<file path="src/rtl/ea_calc_pkg.sv">
// Shared CPU definitions used by the effective-address calculator:
// instruction field positions (PDP-10 bit numbering, bit 0 = MSB),
// the address width, and the ea_calc state encoding.
package ea_calc_pkg;

  // 18-bit PDP-10 address width
  localparam int AW = 18;

  // Instruction word fields, numbered 0 (MSB) .. 35 (LSB)
  localparam int I_BIT   = 13;
  localparam int X_FIRST = 14;
  localparam int X_LAST  = 17;
  localparam int Y_FIRST = 18;
  localparam int Y_LAST  = 35;

  // Effective-address calculator states
  typedef enum logic [1:0] {
    S_IDLE = 2'd0,
    S_CALC = 2'd1,
    S_READ = 2'd2,
    S_DONE = 2'd3
  } ea_state_t;

endpackage

</file>
<file path="src/rtl/ea_calc.sv">
// Effective-address calculator: resolves E = Y + C(X)[18:35], following
// indirect words while I = 1, and strobes the 18-bit result out once.
module ea_calc
  import ea_calc_pkg::*;
#(
  parameter int CNTW = 8
) (
  input  logic             clk,
  input  logic             rst,
  input  logic             start,
  input  logic             abort,
  input  logic [0:35]      dbus,
  output logic [0:3]       xaddr,
  input  logic [0:35]      xdata,
  output logic             memreq,
  output logic [18:35]     memaddr,
  input  logic             memack,
  input  logic [0:35]      memdata,
  output logic [18:35]     ea,
  output logic             eavalid,
  output logic             busy,
  output logic [0:CNTW-1]  nind
);

  ea_state_t         state;
  ea_state_t         state_next;

  // Latched instruction / indirect-word fields
  logic              i_reg;
  logic [3:0]        x_reg;
  logic [AW-1:0]     y_reg;

  logic [AW-1:0]     index_val;
  logic [AW-1:0]     sum;

  // The AC file is read straight from the latched index field
  assign xaddr = x_reg;

  // AC0 is never an index register; the carry out of bit 18 is dropped
  assign index_val = (x_reg != 4'd0) ? xdata[Y_FIRST:Y_LAST] : '0;
  assign sum       = y_reg + index_val;

  // State register
  always_ff @(posedge clk or posedge rst) begin
    if (rst) begin
      state <= S_IDLE;
    end else begin
      state <= state_next;
    end
  end

  // Next-state logic; abort overrides every other transition
  always_comb begin
    state_next = state;
    case (state)
      S_IDLE:  if (start) state_next = S_CALC;
      S_CALC:  state_next = i_reg ? S_READ : S_DONE;
      S_READ:  if (memack) state_next = S_CALC;
      S_DONE:  state_next = S_IDLE;
      default: state_next = S_IDLE;
    endcase
    if (abort) begin
      state_next = S_IDLE;
    end
  end

  // Datapath and registered outputs
  always_ff @(posedge clk or posedge rst) begin
    if (rst) begin
      i_reg   <= 1'b0;
      x_reg   <= 4'd0;
      y_reg   <= '0;
      ea      <= '0;
      eavalid <= 1'b0;
      busy    <= 1'b0;
      memreq  <= 1'b0;
      memaddr <= '0;
      nind    <= '0;
    end else begin
      eavalid <= 1'b0;
      busy    <= (state_next != S_IDLE);
      case (state)
        S_IDLE: begin
          if (start && !abort) begin
            i_reg <= dbus[I_BIT];
            x_reg <= dbus[X_FIRST:X_LAST];
            y_reg <= dbus[Y_FIRST:Y_LAST];
            nind  <= '0;
          end
        end
        S_CALC: begin
          if (!abort) begin
            if (i_reg) begin
              memaddr <= sum;
              memreq  <= 1'b1;
            end else begin
              ea      <= sum;
              eavalid <= 1'b1;
            end
          end
        end
        S_READ: begin
          if (abort) begin
            // memdata arriving with abort is discarded
            memreq <= 1'b0;
          end else if (memack) begin
            memreq <= 1'b0;
            i_reg  <= memdata[I_BIT];
            x_reg  <= memdata[X_FIRST:X_LAST];
            y_reg  <= memdata[Y_FIRST:Y_LAST];
            if (nind != {CNTW{1'b1}}) begin
              nind <= nind + CNTW'(1);
            end
          end
        end
        default: begin
          memreq <= 1'b0;
        end
      endcase
    end
  end

endmodule
</file>
<file path="config.mk">
export PLATFORM = sky130hd
export DESIGN_NAME = ea_calc
export DESIGN_NICKNAME = d
export VERILOG_FILES = /design/src/rtl/ea_calc_pkg.sv /design/src/rtl/ea_calc.sv
export SDC_FILE = /design/constraint.sdc
export NUM_CORES = 1
export LEC_CHECK = 0
export ABC_AREA = 1
export CORE_UTILIZATION = 40
export DETAILED_ROUTE_END_ITERATION = 16
export HOLD_SLACK_MARGIN = 0.12
export PLACE_DENSITY = 0.76
export SETUP_SLACK_MARGIN = 0.15
export SYNTH_ARGS = -nofsm -noshare
export SYNTH_HDL_FRONTEND = slang
export SYNTH_SLANG_ARGS = --single-unit
</file>
<file path="constraint.sdc">
create_clock -name clk -period 2.8 [get_ports clk]
set_input_delay 0.28 -clock clk [delete_from_list [all_inputs] [get_ports clk]]
set_output_delay 0.28 -clock clk [all_outputs]
set_load 0.05 [all_outputs]
</file>
**Yosys cells after proc, flatten, opt, wreduce, memory -nomap -nowiden**

Index checks and enable logic that the tools add are counted.

- $add $sub $neg: 2
- Equal/unequal tests: 11
- Muxes and demuxes: 31
- Bitwise gates (word level): 3
- Reduce and logical (&&, ||, !) cells: 11

Operator list:

| kind | count |
|---|---|
| 2-to-1 mux 18 bit | 4 |
| one-hot mux 18 bit (2 select lines) | 1 |
| 2-to-1 mux 8 bit | 4 |
| adder 18 bit | 1 |
| one-hot mux 8 bit (2 select lines) | 1 |
| 2-to-1 mux 4 bit | 3 |
| != test 2 bit (second input constant) | 6 |
| 2-to-1 mux 1 bit | 11 |
| adder 8 x 1 -> 8 bit (second input constant) | 1 |
| != test 8 bit (second input constant) | 1 |
| one-hot mux 2 bit (4 select lines) | 1 |
| one-hot mux 4 bit (2 select lines) | 1 |
| AND reduction 4 bit | 2 |
| 2-to-1 mux 2 bit | 3 |
| AND reduction 3 bit | 2 |
| AND reduction 5 bit | 1 |
| equality test 2 bit (second input constant) | 2 |
| nonzero test 2 bit | 2 |
| nonzero test 4 bit | 1 |
| != test 3 bit (second input constant) | 1 |
| NOT 1 bit | 3 |
| one-hot mux 1 bit (3 select lines) | 1 |
| equality test 2 x 1 -> 1 bit (second input constant) | 1 |
| zero test 2 bit | 1 |
| 3 further kinds | 3 |

- Register bits after elaboration: 72
- Bits of input ports: 113
- Output and inout bits: 51
- Word-level logic and storage cells: 68

**Logic depth before layout (Yosys ltp)**

Gate-level depths: netlist of run 1.

- Depth after elaboration: 5
- Gate-level depth with buffers: 16
- Gate-level depth less buffers: 16

**Worst setup path after synthesis of run 1**

OpenSTA, ideal clock, no wires.

- Path kind: reg2reg
- Start: reg x_reg[1], in the netlist xaddr[2]
- End: reg memaddr[19] in the netlist's numbering
- Setup time: 118 ps
- Data arrival time: 2522 ps
- Data required time: 2682 ps
- Slack: 160 ps
- Stages on the path, launching flop included: 17
- Buffers on the path: 1
- Period minus slack after synthesis: 2640 ps
- Cell sequence: dfrtp_1 > nor2_1 > nand3_1 > inv_1 > clkbuf_1 > nor2_1 > ha_1 > inv_1 > fa_1 > o21ai_1 > nand2_1 > nand2_1 > nand2_1 > nand2_1 > nand2_1 > nand3_1 > nand2_1

- Word-level cells in the longest chain between the ends: 3

Ends and longest elaborated chain:

| item | line | text |
|---|---|---|
| from (decl) | ea_calc.sv:30 | `logic [3:0] x_reg;` |
| from (signal assigned) | ea_calc.sv:86 | `x_reg <= dbus[X_FIRST:X_LAST];` |
| from (signal assigned) | ea_calc.sv:109 | `x_reg <= memdata[X_FIRST:X_LAST];` |
| nonzero test 4 bit | ea_calc.sv:40 | `assign index_val = (x_reg != 4'd0) ? xdata[Y_FIRST:Y_LAST] : '0;` |
| 2-to-1 mux 18 bit | ea_calc.sv:40 |  |
| adder 18 bit | ea_calc.sv:41 | `assign sum = y_reg + index_val;` |
| to (signal assigned) | ea_calc.sv:94 | `memaddr <= sum;` |
| to (decl) | ea_calc.sv:16 | `output logic [18:35] memaddr,` |

Every way passes these cells.
A chain may end at the register's enable or synchronous reset.

**Final worst setup path of run 1**

- Start: reg x_reg[3], in the netlist xaddr[0]
- End: reg memaddr[19] in the netlist's numbering

Same word-level chain as after synthesis.

==> results of run 1 <==
cell type report:
class | count | share of cell area
Tap cell | 133 | 0.0290
Timing Repair Buffer | 130 | 0.226
Clock inverter | 3 | 0.0113
Multi-Input combinational cell | 408 | 0.354
Sequential cell | 72 | 0.314
Clock buffer | 13 | 0.0259
Inverter | 61 | 0.0405
stage by stage:
stage               hold WS, ns  instance area, um2
floorplan                 0.351                4160
global placement          0.457                5480
detailed placement        0.464                5480
CTS                       0.434                5700
global route              0.498                5750
finish                    0.412                5750
worst register-to-register path, stage by stage, from the launching register on:
cell                         delay, ns
sky130_fd_sc_hd__dfrtp_1          0.37
sky130_fd_sc_hd__inv_1            0.06
sky130_fd_sc_hd__nand3_2          0.11
sky130_fd_sc_hd__clkinvlp_4       0.17
sky130_fd_sc_hd__nor2_1           0.13
sky130_fd_sc_hd__ha_1             0.21
sky130_fd_sc_hd__inv_1            0.07
sky130_fd_sc_hd__fa_1             0.42
sky130_fd_sc_hd__o21ai_2          0.18
sky130_fd_sc_hd__nand2_1          0.07
sky130_fd_sc_hd__nand2_1          0.14
sky130_fd_sc_hd__nand2_1          0.09
sky130_fd_sc_hd__nand2_1          0.08
sky130_fd_sc_hd__nand2_1          0.06
sky130_fd_sc_hd__nand3_1          0.07
sky130_fd_sc_hd__nand2_1          0.05
synthesized netlist by cell type, types with 6 or more instances:
| library cell | number |
|---|---|
| sky130_fd_sc_hd__o21ai_0 | 20 |
| sky130_fd_sc_hd__xnor2_1 | 6 |
| sky130_fd_sc_hd__ha_1 | 18 |
| sky130_fd_sc_hd__nand3b_1 | 9 |
| sky130_fd_sc_hd__inv_1 | 57 |
| sky130_fd_sc_hd__dfrtp_1 | 72 |
| sky130_fd_sc_hd__nor2_1 | 57 |
| sky130_fd_sc_hd__nand3_1 | 32 |
| sky130_fd_sc_hd__nand2_1 | 187 |
| sky130_fd_sc_hd__a21oi_1 | 19 |
| sky130_fd_sc_hd__buf_2 | 8 |
| sky130_fd_sc_hd__o21ai_1 | 10 |
| sky130_fd_sc_hd__a31oi_1 | 24 |
report_power, final:
group	leakage, nW	switching, mW	internal [mW]
Sequential	0.876	0.243	1.41
Clock	0.108	0.363	0.526
Combinational	1.78	2.03	1.09
Total	2.76	2.64	3.03
timing repair:
item | 4_1_cts | 5_1_grt
endpoints found under the setup margin | 0 | 26
buffers inserted | 0 | 5
hold buffers | 0 | 0
resized for setup | 0 | 3
metal layers:
| layer | GRT usage | part of all wire |
|---|---|---|
| met1 | 0.245 | 0.43 |
| met2 | 0.379 | 0.50 |
| met3 | 0.0376 | 0.054 |
| met4 | 0.0745 | 0.016 |
| met5 | 0 | 0 |
cell families after synthesis:
family | share of synthesized area
and+or+nand+nor | 0.302
buffers and inverters | 0.0809
AOI/OAI and AO/OA | 0.104
DFF | 0.433
adders and majority gates | 0.0589
xor gates and xnor gates | 0.0210
final timing paths:
| kind | depth (start not counted) | startpoint | endpoint | slack (ns) |
|---|---|---|---|---|
| setup / recovery | 15 | xaddr[0] | memaddr[19] | 0.41 |
| hold / removal | 2 | rst | y_reg[0] | 0.41 |
| setup reg to reg | 15 | xaddr[0] | memaddr[19] | 0.41 |
| hold reg to reg | 2 | ea[33] | ea[33] | 0.48 |
| max in group asynchronous | 3 | rst | ea[19] | 1.73 |
| min in group clk | 2 | ea[33] | ea[33] | 0.48 |
==> PnR_summary.wiki, run 1 <==
{| class="wikitable"
! Metric !! Value
|-
| Sequential Area || 1800 um2
|-
| Number of buffers between clock root and the deepest sink || 2
|-
| Fillcell total || 943
|-
| Post-DR vias/cell || 5.03
|-
| Number of buffers created by CTS || 9
|-
| Measured slew at the worst slew-check pin || 0.790 ns
|-
| Critical path's largest stage delay || 0.42 ns
|-
| Global-route wire length before repair || 18400 um
|-
| Post-synthesis cell area || 4160 um2
|-
| Most common library cell in the layout ignoring fill and taps || sky130_fd_sc_hd__nand2_1
|-
| Number of input and output port buffers inserted || 119
|-
| Area inside the core boundary || 9910 um2
|-
| Area growth syn-to-layout || 38.1%
|-
| Max-capacitance violation count || 0
|-
| Max_slew headroom || 0.473
|-
| Area contributors post-synth || sky130_fd_sc_hd__dfrtp_1, sky130_fd_sc_hd__nand2_1, sky130_fd_sc_hd__ha_1, sky130_fd_sc_hd__inv_1, sky130_fd_sc_hd__nor2_1
|-
| I/O pin count || 164
|-
| Maximum number of pins on one net before global-route repair || 38
|-
| Number of endpoints with negative hold slack in the final report || 0
|-
| Leakage power total || 2.76 nW
|-
| Unique masters post-synth || 28
|-
| Post-route insts no fill || 820
|-
| Worst path slowest cell || sky130_fd_sc_hd__fa_1
|-
| Worst hold-check path type || input port to async pin
|-
| Top library cells by usage in the layout, fill and taps aside || sky130_fd_sc_hd__nand2_1, sky130_fd_sc_hd__clkdlybuf4s50_1, sky130_fd_sc_hd__dfrtp_1
|-
| Number of warnings reported in the yosys synthesis log || 0
|-
| Share of synthesized area occupied by flip-flops and latches || 0.433
|-
| Average wire length per cell after detail routing || 12.9 um
|-
| Effective utilization at floorplan || 0.420
|-
| Via count of the first global-routing pass || 4174
|-
| Sum of routed wire length over all layers || 10600 um
|-
| Sum Neg Setup Slack || 0 ns
|-
| Post-synthesis cell count || 559
|-
| Global route overflow || 0
|-
| Clock-pin slew on the worst setup and hold paths || 0.07 ns
|-
| Cells after DPL || 799
|-
| Peak supply drop || 558 uV
|-
| Antenna viol nets, final || 0
|-
| Die width || 104 um
|-
| Data arrival, critical path || 2.62 ns
|-
| Worst clock skew || 0.00921 ns
|-
| Number of iterations in the first detailed-routing pass || 4
|-
| Syn Area/Cell || 7.44 um2
|-
| GRT Util Overall || 0.209
|-
| Unrepaired setup endpoints after global routing || false
|-
| Final critical-path share of the clock period || 0.855
|-
| Endpoints failing setup || 0
|-
| Std cell rows || 36
|-
| Master cell of the clock root buffer || sky130_fd_sc_hd__clkbuf_8
|-
| Most frequent cell on the critical path || sky130_fd_sc_hd__nand2_1
|-
| Maximum clock frequency || 0.418 GHz
|-
| Final net count || 814
|-
| Cell family with the largest share of critical-path delay || simple AND/OR/NAND/NOR gates
|-
| Clock sink total || 72
|-
| Power per standard cell area || 987 nW/um2
|-
| Final worst-path setup slack || 0.406 ns
|-
| Last weighted congestion value of the routability-driven placer || 0.918
|-
| Fraction of post-synthesis cell area in the top cell type by area || 0.433
|-
| Number of enable-type register cells in the synthesized netlist || 0
|-
| Die boundary height || 104 um
|-
| First-iteration detailed-routing DRC count || 124
|-
| Count of vias placed by the detailed router || 4121
|-
| Type of destination of the critical path || register
|-
| Outcome || completed
|-
| Initial antenna violation count || 0
|-
| DRC violations left || 0
|-
| Source-to-sink clock delay at the later pin of the worst-skew pair || 0.34 ns
|-
| Top cell type by total area after synthesis || sky130_fd_sc_hd__dfrtp_1
|-
| Leading register cell type out of synthesis || sky130_fd_sc_hd__dfrtp_1
|-
| Worst slack at placement || 0.192 ns
|-
| Die Outline Area || 10800 um2
|-
| TritonCTS clock tree || built
|-
| Detailed-placement wirelength estimate || 8160 um
|-
| Synthesized net count || 691
|-
| Required time at the endpoint of the critical path || 3.03 ns
|-
| Number of storage elements in the synthesis netlist || 72
|-
| Crit start category || register
|-
| Share of post-route cells with drive strength above 1 || 0.0611
|-
| Area of the multi-input gates || 2030 um2
|-
| Critical Path Fanout Max || 8
|-
| Worst path cell trace || inv_1 > nand3_2 > clkinvlp_4 > nor2_1 > ha_1 > inv_1 > fa_1 > o21ai_2 > nand2_1 > nand2_1 > nand2_1 > nand2_1 > nand2_1 > nand3_1 > nand2_1
|-
| Ys async rst share || 1.00
|-
| Clock period minus final worst setup slack || 2.39 ns
|-
| Utilization of the core after routing || 0.580
|-
| Category of the most critical setup path || register to register
|-
| CTS H-tree depth || 3
|-
| Max-slew violation count || 0
|-
| Number of antenna repair diodes || 0
|-
| Overall power || 5.67 mW
|-
| WP buf/inv || 3
|}
No activity file was read; power rests on OpenSTA's default activity.
==> run 2, diff against run 1 <==
- SLEW_MARGIN: not set -> 5
==> results of run 2 <==
Same layout as run 1: the final DEF is identical, and so are final timing and power.
==> run 3, diff against run 2 <==
- CORE_UTILIZATION: 40 -> 30
- PLACE_DENSITY: 0.76 -> 0.6
==> PnR_summary.wiki, run 3 (synthesis gave the netlist of run 1 again) <==
{| class="wikitable"
! Metric !! Value
|-
| Outcome || completed
|-
| Leakage power total || 2.80 nW
|-
| Die width || 120 um
|-
| Initial antenna violation count || 0
|-
| Measured slew at the worst slew-check pin || 0.754 ns
|-
| TritonCTS clock tree || built
|-
| Sum of routed wire length over all layers || 11000 um
|-
| Std cell rows || 42
|-
| Worst R2R End || ea[21]
|-
| Critical Path Fanout Max || 9
|-
| Max-capacitance violation count || 0
|-
| Cells after DPL || 844
|-
| Number of antenna repair diodes || 0
|-
| Most common library cell in the layout ignoring fill and taps || sky130_fd_sc_hd__nand2_1
|-
| Area growth syn-to-layout || 40.8%
|-
| Max-slew violation count || 0
|-
| Post-route insts no fill || 860
|-
| Count of cells along the worst register-to-register path || 12
|-
| Master cell of the clock root buffer || sky130_fd_sc_hd__clkbuf_16
|-
| DRC violations left || 0
|-
| Antenna viol nets, final || 0
|-
| GRT Util Overall || 0.163
|-
| Worst clock skew || 0.00561 ns
|-
| Area inside the core boundary || 13400 um2
|-
| Power per standard cell area || 1010 nW/um2
|-
| Number of endpoints with negative hold slack in the final report || 0
|-
| CTS H-tree depth || 3
|-
| Number of buffers created by CTS || 9
|-
| Global-route wire length before repair || 18300 um
|-
| Worst hold-check path type || input port to async pin
|-
| Setup slack of the worst register-to-register path || 0.45 ns
|-
| Peak supply drop || 313 uV
|-
| Post-DR vias/cell || 4.62
|-
| First-iteration detailed-routing DRC count || 166
|-
| Data arrival, critical path || 2.58 ns
|-
| Unrepaired setup endpoints after global routing || false
|-
| Last weighted congestion value of the routability-driven placer || 0.806
|-
| Source-to-sink clock delay at the later pin of the worst-skew pair || 0.33 ns
|-
| Clock period minus final worst setup slack || 2.35 ns
|-
| I/O pin count || 164
|-
| Die boundary height || 120 um
|-
| Count of vias placed by the detailed router || 3973
|-
| Category of the most critical setup path || register to register
|-
| Maximum number of pins on one net before global-route repair || 40
|-
| Number of buffers between clock root and the deepest sink || 2
|-
| Clock sink total || 72
|-
| Number of iterations in the first detailed-routing pass || 5
|-
| Required time at the endpoint of the critical path || 3.03 ns
|-
| R2R Path Start || xaddr[2]
|-
| Average wire length per cell after detail routing || 12.8 um
|-
| Type of destination of the critical path || register
|-
| Sum Neg Setup Slack || 0 ns
|-
| Clock-pin slew on the worst setup and hold paths || 0.06 ns
|-
| Final net count || 811
|-
| Crit start category || register
|-
| Detailed-placement wirelength estimate || 8570 um
|-
| Number of input and output port buffers inserted || 119
|-
| Number of setup buffers added after CTS || 0
|-
| Maximum clock frequency || 0.426 GHz
|-
| Endpoints failing setup || 0
|-
| Via count of the first global-routing pass || 3951
|-
| Effective utilization at floorplan || 0.311
|-
| Final critical-path share of the clock period || 0.839
|-
| Share of post-route cells with drive strength above 1 || 0.0599
|-
| Global route overflow || 0
|-
| Max_slew headroom || 0.497
|-
| Top library cells by usage in the layout, fill and taps aside || sky130_fd_sc_hd__nand2_1, sky130_fd_sc_hd__clkdlybuf4s50_1, sky130_fd_sc_hd__dfrtp_1
|-
| Die Outline Area || 14300 um2
|}
run 3: worst max path at each step:
stage / from / to / cells after the start
floorplan: xaddr[2] / memaddr[19] / 16
detailed placement: xdata[35] / ea[19] / 14
global placement: xdata[35] / memaddr[23] / 14
CTS: xaddr[0] / ea[19] / 15
global route: xaddr[0] / memaddr[23] / 15
finish: xaddr[2] / ea[21] / 12
run 3: worst max-delay path, stage by stage (launching register included):
cell and delay (ns):
sky130_fd_sc_hd__dfrtp_1 0.39, sky130_fd_sc_hd__nor2_1 0.11, sky130_fd_sc_hd__nand3_1 0.12, sky130_fd_sc_hd__inv_2 0.17
sky130_fd_sc_hd__buf_4 0.18, sky130_fd_sc_hd__nor2_1 0.05, sky130_fd_sc_hd__ha_1 0.34, sky130_fd_sc_hd__a21oi_1 0.25
sky130_fd_sc_hd__o21ai_0 0.17, sky130_fd_sc_hd__a21oi_1 0.20, sky130_fd_sc_hd__nand3_1 0.12, sky130_fd_sc_hd__nand3_1 0.10
sky130_fd_sc_hd__nand2_1 0.05
run 3: what timing repair did:
item / in CTS / in global routing
setup endpoints to repair: 0 / 11
hold buffers: 0 / 0
gates resized for setup: 0 / 2
endpoints found under the hold margin: 0 / 0
run 3: area by class of cell:
| class | count | area [um2] |
|---|---|---|
| multi-input combinational | 408 | 2030 |
| timing repair buffer | 127 | 1280 |
| tap | 176 | 220 |
| fill | 1366 | 7540 |
| sequential | 72 | 1800 |
| clock buffer | 10 | 239 |
| clock inverter | 6 | 66.3 |
| inverter | 61 | 229 |
run 3: layer usage:
layer  GRT usage  part of all wire  up-vias  wire, um
li1            -                 -     2037         -
met1       0.197              0.46     1824      5080
met2       0.281              0.47       98      5210
met3      0.0356             0.051       14       564
met4      0.0688             0.017        0       190
met5           0                 0        -         0
run 3: report_power, final:
| part | switching [mW] | internal (mW) | leakage [nW] | total (mW) |
|---|---|---|---|---|
| registers | 0.243 | 1.41 | 0.876 | 1.66 |
| clock network | 0.450 | 0.718 | 0.153 | 1.17 |
| logic | 2.02 | 1.08 | 1.77 | 3.11 |
run 3: through the flow:
stage	setup WS [ns]	utilization	instance area (um2)	hold WS [ns]	total power, mW
finish	0.450	0.437	5860	0.398	5.93
global route	0.147	0.437	5860	0.488	6.35
CTS	0.265	0.437	5860	0.438	5.99
detailed placement	0.254	0.414	5550	0.464	4.80
global placement	0.262	0.414	5550	0.456	4.76
floorplan	0.160	-	4160	0.351	3.77
